<file path="src/rtl/net_resolver_pkg.sv">
// rtl/net_resolver_pkg.sv - shared encodings for the wired-net resolver
// Purpose: net-kind and float-behaviour selectors, plus the 2-bit bus_state encoding.
// Ports: none (package).
package net_resolver_pkg;

   // Net kind (MODE parameter)
   localparam int MODE_TRI  = 0;
   localparam int MODE_WOR  = 1;
   localparam int MODE_WAND = 2;

   // Float behaviour (PULL parameter)
   localparam int PULL_KEEP = 0;
   localparam int PULL_0    = 1;
   localparam int PULL_1    = 2;

   typedef enum logic [1:0] {
      ST_FLOAT      = 2'b00,
      ST_DRIVEN     = 2'b01,
      ST_CONTENTION = 2'b10,
      ST_DECAYED    = 2'b11
   } bus_state_e;

endpackage

</file>
<file path="src/rtl/net_resolver_if.sv">
// rtl/net_resolver_if.sv - driver/observer bundle for the wired-net resolver
// Purpose: groups the channel drives, contention clear and resolved-net outputs.
// Ports (signals):
//   drv_en[N], drv_data[N*W], clr_contention  -> driven by master
//   bus_q[W], bus_state[2], contention, contention_cnt[CNT_W] -> driven by slave
interface net_resolver_if #(
   parameter int N     = 4,
   parameter int W     = 8,
   parameter int CNT_W = 8
);
   logic [N-1:0]     drv_en;
   logic [N*W-1:0]   drv_data;
   logic             clr_contention;
   logic [W-1:0]     bus_q;
   logic [1:0]       bus_state;
   logic             contention;
   logic [CNT_W-1:0] contention_cnt;

   modport master (
      output drv_en, drv_data, clr_contention,
      input  bus_q, bus_state, contention, contention_cnt
   );

   modport slave (
      input  drv_en, drv_data, clr_contention,
      output bus_q, bus_state, contention, contention_cnt
   );
endinterface

</file>
<file path="src/rtl/net_resolve_comb.sv">
// rtl/net_resolve_comb.sv - combinational resolution of N enabled drivers
// Purpose: computes the resolved net value for the configured net kind and flags
//          tri-state conflicts.
// Ports:
//   drv_en_i    in  N    per-channel enable
//   drv_data_i  in  N*W  channel i at [i*W +: W]
//   value_o     out W    resolved value (meaningful only when any_en_o)
//   any_en_o    out 1    at least one channel enabled
//   conflict_o  out 1    TRI only: enabled drivers disagree on some bit
module net_resolve_comb
   import net_resolver_pkg::*;
#(
   parameter int N    = 4,
   parameter int W    = 8,
   parameter int MODE = MODE_TRI
) (
   input  logic [N-1:0]   drv_en_i,
   input  logic [N*W-1:0] drv_data_i,
   output logic [W-1:0]   value_o,
   output logic           any_en_o,
   output logic           conflict_o
);

   logic [W-1:0] and_v;
   logic [W-1:0] or_v;

   // AND/OR over enabled channels only. A bit is agreed exactly where and_v==or_v;
   // on disagreeing bits and_v is 0, so and_v is also the TRI resolution with 0
   // standing in for X.
   always_comb begin
      and_v = '1;
      or_v  = '0;
      for (int i = 0; i < N; i++) begin
         if (drv_en_i[i]) begin
            and_v = and_v & drv_data_i[i*W +: W];
            or_v  = or_v  | drv_data_i[i*W +: W];
         end
      end
   end

   always_comb begin
      any_en_o   = |drv_en_i;
      value_o    = (MODE == MODE_WOR) ? or_v : and_v;
      conflict_o = (MODE == MODE_TRI) && any_en_o && (and_v != or_v);
   end

endmodule

</file>
<file path="src/rtl/net_resolver.sv">
// rtl/net_resolver.sv - registered multi-driver wired-net model with contention tracking
// Purpose: resolves N channel drives per MODE, applies PULL float behaviour,
//          registers the result and keeps a sticky contention flag and saturating
//          contention counter. Optional keeper decay under NET_RESOLVER_DECAY_EN.
// Ports:
//   clk    in  1  clock, rising edge
//   rst_n  in  1  asynchronous active-low reset
//   bus    net_resolver_if.slave: drv_en, drv_data, clr_contention in;
//          bus_q, bus_state, contention, contention_cnt out
// Configuration macro: NET_RESOLVER_DECAY_EN
module net_resolver
   import net_resolver_pkg::*;
#(
   parameter int N         = 4,
   parameter int W         = 8,
   parameter int MODE      = MODE_TRI,
   parameter int PULL      = PULL_KEEP,
   parameter int CNT_W     = 8,
   parameter int DECAY_CYC = 16
) (
   input logic           clk,
   input logic           rst_n,
   net_resolver_if.slave bus
);

`ifdef NET_RESOLVER_DECAY_EN
   localparam bit DECAY_EN = 1'b1;
`else
   localparam bit DECAY_EN = 1'b0;
`endif

   localparam logic [W-1:0]     RST_VAL    = (PULL == PULL_1) ? '1 : '0;
   localparam logic [CNT_W-1:0] CNT_MAX    = '1;
   localparam int               DCW        = (DECAY_CYC > 1) ? $clog2(DECAY_CYC + 1) : 1;
   localparam logic [DCW-1:0]   DECAY_LAST = DCW'((DECAY_CYC > 0) ? DECAY_CYC - 1 : 0);

   logic [W-1:0]     res_val;
   logic             any_en;
   logic             conflict;

   logic [W-1:0]     bus_val_q,   bus_val_d;
   bus_state_e       state_q,     state_d;
   logic             flag_q,      flag_d;
   logic [CNT_W-1:0] cnt_q,       cnt_d;
   logic [DCW-1:0]   decay_cnt_q, decay_cnt_d;

   net_resolve_comb #(
      .N    (N),
      .W    (W),
      .MODE (MODE)
   ) u_comb (
      .drv_en_i   (bus.drv_en),
      .drv_data_i (bus.drv_data),
      .value_o    (res_val),
      .any_en_o   (any_en),
      .conflict_o (conflict)
   );

   always_ff @(posedge clk or negedge rst_n) begin
      if (!rst_n) begin
         bus_val_q   <= RST_VAL;
         state_q     <= ST_FLOAT;
         flag_q      <= 1'b0;
         cnt_q       <= '0;
         decay_cnt_q <= '0;
      end else begin
         bus_val_q   <= bus_val_d;
         state_q     <= state_d;
         flag_q      <= flag_d;
         cnt_q       <= cnt_d;
         decay_cnt_q <= decay_cnt_d;
      end
   end

   always_comb begin
      bus_val_d   = bus_val_q;   // keeper: bus_q register doubles as the held value
      state_d     = ST_FLOAT;
      flag_d      = flag_q;
      cnt_d       = cnt_q;
      decay_cnt_d = '0;          // any driven cycle restarts the float run

      if (any_en) begin
         bus_val_d = res_val;
         state_d   = conflict ? ST_CONTENTION : ST_DRIVEN;
      end else if (PULL == PULL_0) begin
         bus_val_d = '0;
      end else if (PULL == PULL_1) begin
         bus_val_d = '1;
      end else if (DECAY_EN) begin
         // DECAYED is sticky until a driver returns; otherwise count float cycles
         // and decay on the DECAY_CYC-th one.
         if (state_q == ST_DECAYED || decay_cnt_q == DECAY_LAST) begin
            state_d   = ST_DECAYED;
            bus_val_d = '0;
         end else begin
            decay_cnt_d = decay_cnt_q + 1'b1;
         end
      end

      // Set beats clear: a clear in a contention cycle restarts the count at 1.
      if (conflict) begin
         flag_d = 1'b1;
         if (bus.clr_contention) begin
            cnt_d = {{(CNT_W-1){1'b0}}, 1'b1};
         end else if (cnt_q != CNT_MAX) begin
            cnt_d = cnt_q + 1'b1;
         end
      end else if (bus.clr_contention) begin
         flag_d = 1'b0;
         cnt_d  = '0;
      end
   end

   assign bus.bus_q          = bus_val_q;
   assign bus.bus_state      = state_q;
   assign bus.contention     = flag_q;
   assign bus.contention_cnt = cnt_q;

endmodule
</file>
<file path="src/flat_wrapper.sv">
// flat-port wrapper written by rule: the top's interface ports become plain ports
module net_resolver_flat import net_resolver_pkg::*;
#(
   parameter int N         = 4,
   parameter int W         = 8,
   parameter int MODE      = MODE_TRI,
   parameter int PULL      = PULL_KEEP,
   parameter int CNT_W     = 8,
   parameter int DECAY_CYC = 16
)
  (clk, rst_n, bus_drv_en, bus_drv_data, bus_clr_contention, bus_bus_q, bus_bus_state, bus_contention, bus_contention_cnt);
  net_resolver_if #(.N(N), .W(W), .CNT_W(CNT_W)) bus_i ();
  input logic clk;
  input logic rst_n;
  input wire logic [$bits(bus_i.drv_en)-1:0] bus_drv_en;
  input wire logic [$bits(bus_i.drv_data)-1:0] bus_drv_data;
  input wire logic [$bits(bus_i.clr_contention)-1:0] bus_clr_contention;
  output wire logic [$bits(bus_i.bus_q)-1:0] bus_bus_q;
  output wire logic [$bits(bus_i.bus_state)-1:0] bus_bus_state;
  output wire logic [$bits(bus_i.contention)-1:0] bus_contention;
  output wire logic [$bits(bus_i.contention_cnt)-1:0] bus_contention_cnt;
  assign bus_i.drv_en = bus_drv_en;
  assign bus_i.drv_data = bus_drv_data;
  assign bus_i.clr_contention = bus_clr_contention;
  assign bus_bus_q = bus_i.bus_q;
  assign bus_bus_state = bus_i.bus_state;
  assign bus_contention = bus_i.contention;
  assign bus_contention_cnt = bus_i.contention_cnt;
  net_resolver #(.N(N), .W(W), .MODE(MODE), .PULL(PULL), .CNT_W(CNT_W), .DECAY_CYC(DECAY_CYC)) u_core (.clk(clk), .rst_n(rst_n), .bus(bus_i));
endmodule
</file>
<file path="config.mk">
export PLATFORM = sky130hd
export DESIGN_NAME = net_resolver_flat
export DESIGN_NICKNAME = d
export VERILOG_FILES = /design/src/rtl/net_resolver_pkg.sv /design/src/rtl/net_resolver_if.sv /design/src/rtl/net_resolve_comb.sv /design/src/rtl/net_resolver.sv /design/src/flat_wrapper.sv
export SDC_FILE = /design/constraint.sdc
export NUM_CORES = 1
export LEC_CHECK = 0
export BUFFER_PORTS_ARGS = -buffer_cell sky130_fd_sc_hd__buf_2
export CORE_MARGIN = 1
export CORE_UTILIZATION = 25
export CTS_CLUSTER_SIZE = 40
export DETAILED_ROUTE_END_ITERATION = 8
export PLACE_DENSITY = 0.58
export SLEW_MARGIN = 20
export SYNTH_ARGS = -nofsm -noshare
export SYNTH_HDL_FRONTEND = slang
export SYNTH_HIERARCHICAL = 1
export SYNTH_SLANG_ARGS = --single-unit
export TNS_END_PERCENT = 10
</file>
<file path="constraint.sdc">
create_clock -name clk -period 1.4 [get_ports clk]
set_input_delay 0.07 -clock clk [delete_from_list [all_inputs] [get_ports clk]]
set_output_delay 0.07 -clock clk [all_outputs]
set_load 0.05 [all_outputs]
</file>
==> impl_metrics.tcl <==
set metrics [dict create \
    status "finished, violations left" \
    violations "setup timing" \
    r2r-start "u_core/bus.contention_cnt[0]" \
    cp_max_fo 5 \
    cts_buffers 3 \
    drive_gt1_frac 0.587 \
    cpPeakStageDelay_ps 560 \
    vias_per_cell 5.13 \
    grt_pass1_wl_um 8080 \
    setup_violations 11 \
    drc 0 \
    multi_input_area_mm2 0.00116 \
    netlist_area_mm2 0.00151 \
    synth_enable_flop_cells 0 \
    synth_top_area_share 0.314 \
    ant_nets 0 \
    slowest_stage "a222oi_1" \
    cts_tree "yes" \
    htree_levels 1 \
    finalHoldViolCount 0 \
    period_share 1.36 \
    startpoint "bus_drv_en[2]" \
    timing.final.ws_setup_ps -503 \
    vias 1749 \
    max_freq_mhz 526 \
    grt_setup_unrepaired "true" \
    initial_core_util 0.267 \
    clkSlewWorstSetupHoldPaths_ps 60 \
    cts_root_buf "clkbuf_8" \
    grt_usage 0.158 \
    hpwl_um 3720 \
    cp_num_buf_inv 2 \
    nNetsFinal 310 \
    critPathCapture "u_core/bus.contention_cnt[5]" \
    cts_max_path_buffers 2 \
    cp_num_cells 9 \
    powerDensity_mw_per_mm2 695 \
    reg2reg_to "u_core/bus.contention_cnt[4]" \
    async_reset_ff_frac 1.00 \
    io_buffer_count 57 \
    yosys_warnings 6 \
    area_growth_pct 71.4 \
    start_kind "primary input" \
    drtIter0Drc 123 \
    top_layer_used "met4" \
    die_w_um 79.8 \
    synth-seq-cells 19 \
    grt_max_degree 20 \
    n_antenna_cell 0 \
    period_needed_ps 1900 \
    numClockSinks 19 \
    first_global_vias 1766 \
    synth_nets 205 \
    min_path_type "in -> reg" \
    ys.flop_type "dfrtp_1" \
    final_util 0.457 \
    synth.area.top_cells "dfrtp_1, nor2b_1, mux2_2, inv_1, o21ai_0" \
    place_area_mm2 0.00213 \
    crit_chain "buf_12 > a222oi_1 > o2111ai_2 > o41ai_2 > a41oi_2 > buf_4 > and4_4 > a31oi_1 > nor3_1" \
    yosys.cell_types.count 56 \
    grt-ovfl-total 0 \
    core_area_mm2 0.00568 \
    antenna_found_initial 0 \
    synth_common_cells "dfrtp_1, nor2b_1, inv_1, mux2_2, o21ai_0" \
    syn_avg_cell_area_um2 9.18 \
    met1Wirelength_um 2390 \
    pin_count 58 \
    num_rows 27 \
    drt_first_pass_iters 4 \
    max_slew_margin 0.613 \
    path_delay_family "compound AO/OA/AOI/OAI gates" \
    crit_type "in -> reg" \
    gp_congestion 0.888 \
    finalPower_w 0.00180 \
    maxSlewViolCount 0 \
    cap_violations 0 \
    holdWs_ps 76.4 \
    wire_per_inst_um 15.5 \
    die-area_mm2 0.00637 \
    die_h_um 79.8 \
    seqCellArea_um2 475 \
    routed_wl_um 5290 \
    fin_skew_ps 4.25 \
    endpoint_kind "flip-flop" \
    synthCells 165 \
    reg2regPathDepth 4 \
    yosysMostFrequentCell "dfrtp_1" \
    clkLatencyLatePin_ps 250 \
    yosysTopAreaCell "dfrtp_1" \
    worst_slew_pin_slew_ps 580 \
    vdd_drop_max_mv 0.288 \
    rrSetupSlack_ps -10 \
    dr_wl_met2_um 2640 \
    final_area_mm2 0.00259 \
    route.met3.wl_um 221 \
    critPathArrivalTime_ps 2040 \
    fillers 536 \
    seq_area_frac_synth 0.314 \
    leakagePower_nw 1.20 \
    cp.required_ps 1530 \
]
[cells by family after synthesis]
logic type,count (synthesis),synth area share
AOI/OAI and AO/OA,63,0.322
and+or+nand+nor,54,0.214
DFF,19,0.314
buffers and inverters,18,0.0661
muxes,10,0.0760
adders and majority gates,1,0.00826
[per-stage QoR]
stage	TNS [ps]	std cells	setup slack, ps
floorplan	-3370	165	-449
global placement	-8210	326	-800
detailed placement	-8730	326	-898
CTS	-3380	335	-380
global route	-4580	341	-550
finish	-4140	341	-503
[where the power goes]
group / internal, W / leakage (nW) / switching, W
logic: 0.000363 / 0.942 / 0.000455
clock network: 0.000202 / 0.0228 / 0.000169
registers: 0.000589 / 0.240 / 0.0000271
total: 0.00115 / 1.20 / 0.000651
[state kept, by name, summed over array words and instances (netlist names)]
signal / cells
u_core/bus.bus_q: 8
u_core/bus.bus_state: 2
u_core/bus.contention: 1
u_core/bus.contention_cnt: 8
[timing repair]
action                                  4_1_cts  5_1_grt
hold endpoints to repair                     19        0
gates resized for setup                      41       31
endpoints found under the setup margin       11       11
pin swaps                                    15       18
cloned                                        1        1
hold buffers                                  1        0
setup buffers                                 3        5
[layer usage]
metal,vias to the layer above,GRT usage
met5,-,0
met4,0,0.0286
met3,4,0.0171
met2,47,0.277
met1,845,0.210
li1,853,-
[area by class of cell]
| cell class | instances | area share |
|---|---|---|
| multi-input cells | 128 | 0.448 |
| flip-flops and latches | 19 | 0.183 |
| clock buffers | 4 | 0.0174 |
| inverters | 11 | 0.0169 |
| well taps | 72 | 0.0347 |
| repair buffers | 107 | 0.300 |
[worst min-delay path by stage]
| stage | cells past startpoint | slack [ps] | from | to |
|---|---|---|---|---|
| CTS | 2 | 70 | bus_clr_contention | u_core/bus.contention_cnt[6] |
| detailed placement | 1 | 40 | rst_n | u_core/bus.contention_cnt[6] |
| finish | 2 | 80 | bus_clr_contention | u_core/bus.contention_cnt[5] |
| global route | 2 | 70 | bus_clr_contention | u_core/bus.contention_cnt[5] |
| global placement | 1 | 40 | rst_n | u_core/bus.contention_cnt[7] |
| floorplan | 0 | -230 | rst_n | u_core/bus.bus_q[0] |
[placed cells by master (no fill, tap or decap), types with 3 or more instances in the layout]
| master | instances |
|---|---|
| buf_2 | 53 |
| buf_4 | 41 |
| dfrtp_1 | 19 |
| inv_1 | 9 |
| mux2_2 | 8 |
| nor2b_1 | 7 |
| buf_6 | 6 |
| nor2b_4 | 6 |
| nor2_1 | 5 |
| nand2_1 | 5 |
| nor3_1 | 4 |
| a21oi_1 | 4 |
| nor2b_2 | 4 |
| o22ai_1 | 4 |
| o21ai_0 | 4 |
| a22oi_1 | 4 |
| clkbuf_8 | 3 |
| buf_12 | 3 |
| nand4_1 | 3 |
| a31oi_1 | 3 |
| o21ai_1 | 3 |
| a21boi_0 | 3 |
| nand2b_1 | 3 |
| o211ai_1 | 3 |
Power figures use the tool's default switching activity.
